==> config.mk <==
export PLATFORM = sky130hd
export DESIGN_NAME = pwm_adc
export DESIGN_NICKNAME = d
export VERILOG_FILES = /design/src/rtl/pwm_adc.sv
export SDC_FILE = /design/constraint.sdc
export NUM_CORES = 1
export LEC_CHECK = 0
export ABC_AREA = 1
export BUFFER_PORTS_ARGS = -buffer_cell sky130_fd_sc_hd__buf_4
export CORE_MARGIN = 2
export CORE_UTILIZATION = 40
export DETAILED_ROUTE_END_ITERATION = 8
export SETUP_SLACK_MARGIN = 0.1
export SYNTH_ARGS = -nofsm -noshare
export SYNTH_HDL_FRONTEND = slang
export SYNTH_SLANG_ARGS = --single-unit
==> constraint.sdc <==
create_clock -name clk -period 1.8 [get_ports clk]
set_input_delay 0.36 -clock clk [delete_from_list [all_inputs] [get_ports clk]]
set_output_delay 0.36 -clock clk [all_outputs]
set_load 0.02 [all_outputs]
==> src/rtl/pwm_adc.sv <==
// First-order delta-sigma ADC front end: synchronises the comparator bit,
// feeds it back to the RC integrator and counts ones density per window.
module pwm_adc #(
    parameter int RES         = 8,
    parameter int SYNC_STAGES = 2
) (
    input  logic           clk,
    input  logic           rst,
    input  logic           pwm_in,
    output logic           pwm_out,
    output logic [RES-1:0] adc_data,
    output logic           adc_valid,
    output logic           pwm_mon
);

    localparam logic [RES-1:0] MAX   = '1;
    localparam logic [RES:0]   MAX_W = {1'b0, MAX};

    logic [SYNC_STAGES-1:0] sync;
    logic                   s;
    logic [RES-1:0]         cnt;
    logic [RES:0]           ones;
    logic [RES:0]           sum;
    logic [RES-1:0]         sat;

    assign s = sync[SYNC_STAGES-1];

    // Window total including the bit sampled on the closing edge, clamped to MAX.
    always_comb begin
        sum = ones + {{RES{1'b0}}, s};
        sat = (sum > MAX_W) ? MAX : sum[RES-1:0];
    end

    // Metastability is confined to this chain; only its last stage is used.
    always_ff @(posedge clk) begin
        if (rst) begin
            sync <= '0;
        end else begin
            sync <= {sync[SYNC_STAGES-2:0], pwm_in};
        end
    end

    // Delta-sigma feedback bit to the external integrator.
    always_ff @(posedge clk) begin
        if (rst) begin
            pwm_out <= 1'b0;
        end else begin
            pwm_out <= s;
        end
    end

    // Window counter, ones accumulator and sample publication.
    always_ff @(posedge clk) begin
        if (rst) begin
            cnt       <= '0;
            ones      <= '0;
            adc_data  <= '0;
            adc_valid <= 1'b0;
        end else if (cnt == MAX) begin
            cnt       <= '0;
            ones      <= '0;
            adc_data  <= sat;
            adc_valid <= 1'b1;
        end else begin
            cnt       <= cnt + 1'b1;
            ones      <= sum;
            adc_valid <= 1'b0;
        end
    end

    // Monitor PWM regenerated from the sample held at this edge.
    always_ff @(posedge clk) begin
        if (rst) begin
            pwm_mon <= 1'b0;
        end else begin
            pwm_mon <= (cnt < adc_data);
        end
    end

endmodule

==> impl_summary.log <==
INFO  metric synth.yosys.seq_area_share = 0.428
INFO  metric part_of_the_power_in_registers = 0.536
INFO  metric synth_enable_flop_cells = 0
INFO  metric post_synth_instance_area = about 1400 µm²
INFO  metric detail_route.drc_violations = 0
INFO  metric critical_path.endpoint_type = register
INFO  metric cts_tree = done
INFO  metric internal-power = between 0.9 and 1 mW
INFO  metric netlist_top_cells_count = sky130_fd_sc_hd__nand2_1, sky130_fd_sc_hd__dfxtp_1, sky130_fd_sc_hd__inv_1, sky130_fd_sc_hd__nor2_1, sky130_fd_sc_hd__nand3_1
INFO  metric synth_cell_type_count = 24
INFO  metric start_kind = register
INFO  metric worst_hold_path_type = input port to register
INFO  metric detailed_place_hpwl = 1890 µm
INFO  metric final_number_of_hold_violating_endpoints = 0
INFO  metric vdd_ir_drop_max = 0.000471 V
INFO  metric final_setup_vio_count = 0
INFO  metric initial_core_util = 0.417
INFO  metric wl_per_cell = 10.3 µm
INFO  metric finish.net_count = 212
INFO  metric worstHoldPathCells = 3
INFO  metric number_of_global_route_vias_before_repair = 1096
INFO  metric synth_cells = roughly 180
INFO  metric asyncSetResetFlopFracSynth = 0
INFO  metric crit_slowest_cell = sky130_fd_sc_hd__dfxtp_1
INFO  metric drv_slew = 0
INFO  metric timing.critical_path.arrival = 1.82 ns
INFO  metric cts_hold_buffers = 0
INFO  metric portion_of_synthesized_cell_area_occupied_by_the_leading_cell_type = 0.428
INFO  metric fp.coreArea = 3360 µm²
INFO  metric worst_skew_pair.late_latency = 0.33 ns
INFO  metric tightestPinTransition = 0.347 ns
INFO  metric r2r_cells = 7
INFO  metric power_switching = 0.288 mW
INFO  metric clk_path_buf_depth = 2
INFO  metric setup_total_negative_slack = 0 ns
INFO  metric buffer_ports.inserted = 13
INFO  metric drt_pass1_iterations = 4
INFO  metric antenna_cells = 0
INFO  metric period_minus_slack = 1.54 ns
INFO  metric outcome = complete, no violations
INFO  metric clock_net_sink_count = 30
INFO  metric static-leakage-power = 0.799 nW
INFO  metric htreeDepth = 2
INFO  metric ys_seq_elements = 30
INFO  metric power_switching_share = 0.226
INFO  metric globalplace.congestion = slightly above 0.8
INFO  metric tritoncts.num_buffers = 5
INFO  metric routed-via-count = 1117
INFO  metric die_area = between 3000 and 4000 µm²
INFO  metric timing_worst_setup_path_type = register to register
INFO  metric most_instantiated_library_cell_after_synthesis = sky130_fd_sc_hd__nand2_1
INFO  metric clk_pin_slew = 0.10 ns
INFO  metric floorplan.die.width = 63.2 µm
INFO  metric fmaxAchievable = 0.648 GHz
INFO  metric synth_largest_area_cell = sky130_fd_sc_hd__dfxtp_1
INFO  metric clockPowerShare = 0.417
INFO  metric grt_pass1_wl = 4610 µm
INFO  metric top_level_ports = 14
INFO  metric mappedNetlistNets = 194
INFO  metric post_drt_via_cell_ratio = 4.54
INFO  metric cts_root_buf = sky130_fd_sc_hd__clkbuf_4
INFO  metric critPathRequiredTime = 2.08 ns
INFO  metric share_of_power_burned_in_combinational_logic = 0.047
INFO  metric count_of_max_cap_constraint_violations = 0
INFO  metric worstPathCellList = ha_1, nand2_1, nor2_4, nand4_4, nor2_8, nand2_1, nand2_1
INFO  metric global_route.overflow_total = 0
INFO  metric ratio_of_total_power_to_cell_area = 778 nW/µm²
INFO  metric die_y = about 63 µm
INFO  metric synth_top_cells_by_area = sky130_fd_sc_hd__dfxtp_1, sky130_fd_sc_hd__nand2_1, sky130_fd_sc_hd__ha_1, sky130_fd_sc_hd__inv_1, sky130_fd_sc_hd__nor2_1
INFO  metric synth_top_flop_cell = sky130_fd_sc_hd__dfxtp_1
INFO  metric area.growth.synth_to_final = 16.7%
INFO  metric synth_warnings = 0
INFO  metric detail_route.wirelength = 2530 µm
INFO  metric crit_top_cell = sky130_fd_sc_hd__nand2_1
INFO  metric placementRows = 21
INFO  metric critical_path.max_stage_delay = approximately 0.40 ns
INFO  metric grt_setup_unrepaired = no
INFO  metric drive_gt1_frac = 0.175
INFO  metric worstPathMaxFanout = 10
INFO  metric skew = 0.00908 ns
INFO  metric hold-worst-slack = ~0.22 ns
INFO  metric post_synth.cell_area_avg = 7.75 µm²
INFO  metric maxSlewHeadroom = 0.767
INFO  metric antenna_found_initial = 0
INFO  metric fin_crit_sh = 0.857
INFO  metric grt_max_degree = 17
INFO  metric track_usage = 0.148
INFO  metric drt-initial-drc-count = 21
INFO  metric ant_nets = 0
stage by stage:
| step | worst slack, ns | cells | util | power, mW | area (µm²) |
|---|---|---|---|---|---|
| 2_1_floorplan | 0.410 | 181 | - | 0.744 | 1400 |
| 3_3_place_gp | 0.288 | 238 | 0.457 | 0.756 | 1540 |
| 3_5_place_dp | 0.269 | 238 | 0.457 | 0.758 | 1540 |
| 4_1_cts | 0.216 | 246 | 0.480 | 1.29 | 1620 |
| 5_1_grt | 0.108 | 246 | 0.487 | 1.34 | 1640 |
| 6_report | 0.258 | 246 | 0.487 | 1.27 | 1640 |
layout by cell type (no fill, tap or decap), types with 2 or more instances in the layout:
cell,netlist,final
sky130_fd_sc_hd__a21oi_1,5,5
sky130_fd_sc_hd__buf_4,0,13
sky130_fd_sc_hd__clkbuf_4,0,5
sky130_fd_sc_hd__clkinv_2,0,2
sky130_fd_sc_hd__dfxtp_1,30,30
sky130_fd_sc_hd__ha_1,10,10
sky130_fd_sc_hd__inv_1,23,23
sky130_fd_sc_hd__nand2_1,53,53
sky130_fd_sc_hd__nand3_1,14,13
sky130_fd_sc_hd__nor2_1,20,19
sky130_fd_sc_hd__nor2_2,5,6
sky130_fd_sc_hd__xor2_1,5,5
power groups by stage:
stage / clock network (mW) / logic, mW / registers (mW)
2_1_floorplan: 0 / 0.0436 / 0.700
3_3_place_gp: 0 / 0.0581 / 0.698
3_5_place_dp: 0 / 0.0598 / 0.698
4_1_cts: 0.544 / 0.0599 / 0.683
5_1_grt: 0.582 / 0.0710 / 0.685
6_report: 0.531 / 0.0603 / 0.683
area by class of cell:
type / instances / area, µm²
multi-input combinational: 125 / 713
inverter: 24 / 90.1
clock buffer: 5 / 37.5
tap: 46 / 57.6
timing repair buffer: 13 / 97.6
fill: 360 / 1730
sequential: 30 / 601
clock inverter: 3 / 40.0
worst paths after layout:
kind / startpoint / slack (ns) / end
max: cnt[0]$_SDFF_PP0_ / 0.26 / adc_data[7]$_SDFFE_PP0P_
max reg2reg: cnt[0]$_SDFF_PP0_ / 0.26 / adc_data[7]$_SDFFE_PP0P_
min reg2reg: sync[0]$_SDFF_PP0_ / 0.41 / sync[1]$_SDFF_PP0_
min: pwm_in / 0.22 / sync[0]$_SDFF_PP0_
what timing repair did:
item | 4_1_cts | 5_1_grt
setup buffers | 0 | 0
setup endpoints to repair | 0 | 9
resized for setup | 0 | 4
layer usage:
layer	global-route usage	routed length, µm	up-vias
li1	-	-	595
met3	0.0518	105	6
met4	0.0652	44	0
met5	0	0	-
met2	0.234	1140	18
met1	0.182	1240	498
kinds of logic after synthesis:
| family | Yosys count | synth area share |
|---|---|---|
| simple gates | 101 | 0.335 |
| flops | 30 | 0.428 |
| buf+inv | 26 | 0.0785 |
| fa+ha+maj | 10 | 0.0892 |
| compound gates | 8 | 0.0321 |
| xor+xnor | 6 | 0.0375 |
registers in the layout, summed over array words and instances (netlist names):
| register | count |
|---|---|
| ones | 9 |
| pwm_mon | 1 |
| adc_valid | 1 |
| cnt | 8 |
| sync | 2 |
| pwm_out | 1 |
| adc_data | 8 |
worst max-delay path, delay by kind of cell (launching register included):
| kind | cells | cell delay (ns) |
|---|---|---|
| adder cells (fa/ha/maj) | 1 | 0.19 |
| flip-flops | 1 | 0.40 |
| AND/OR/NAND/NOR | 6 | 0.89 |
(Power assumes the default switching activity.)
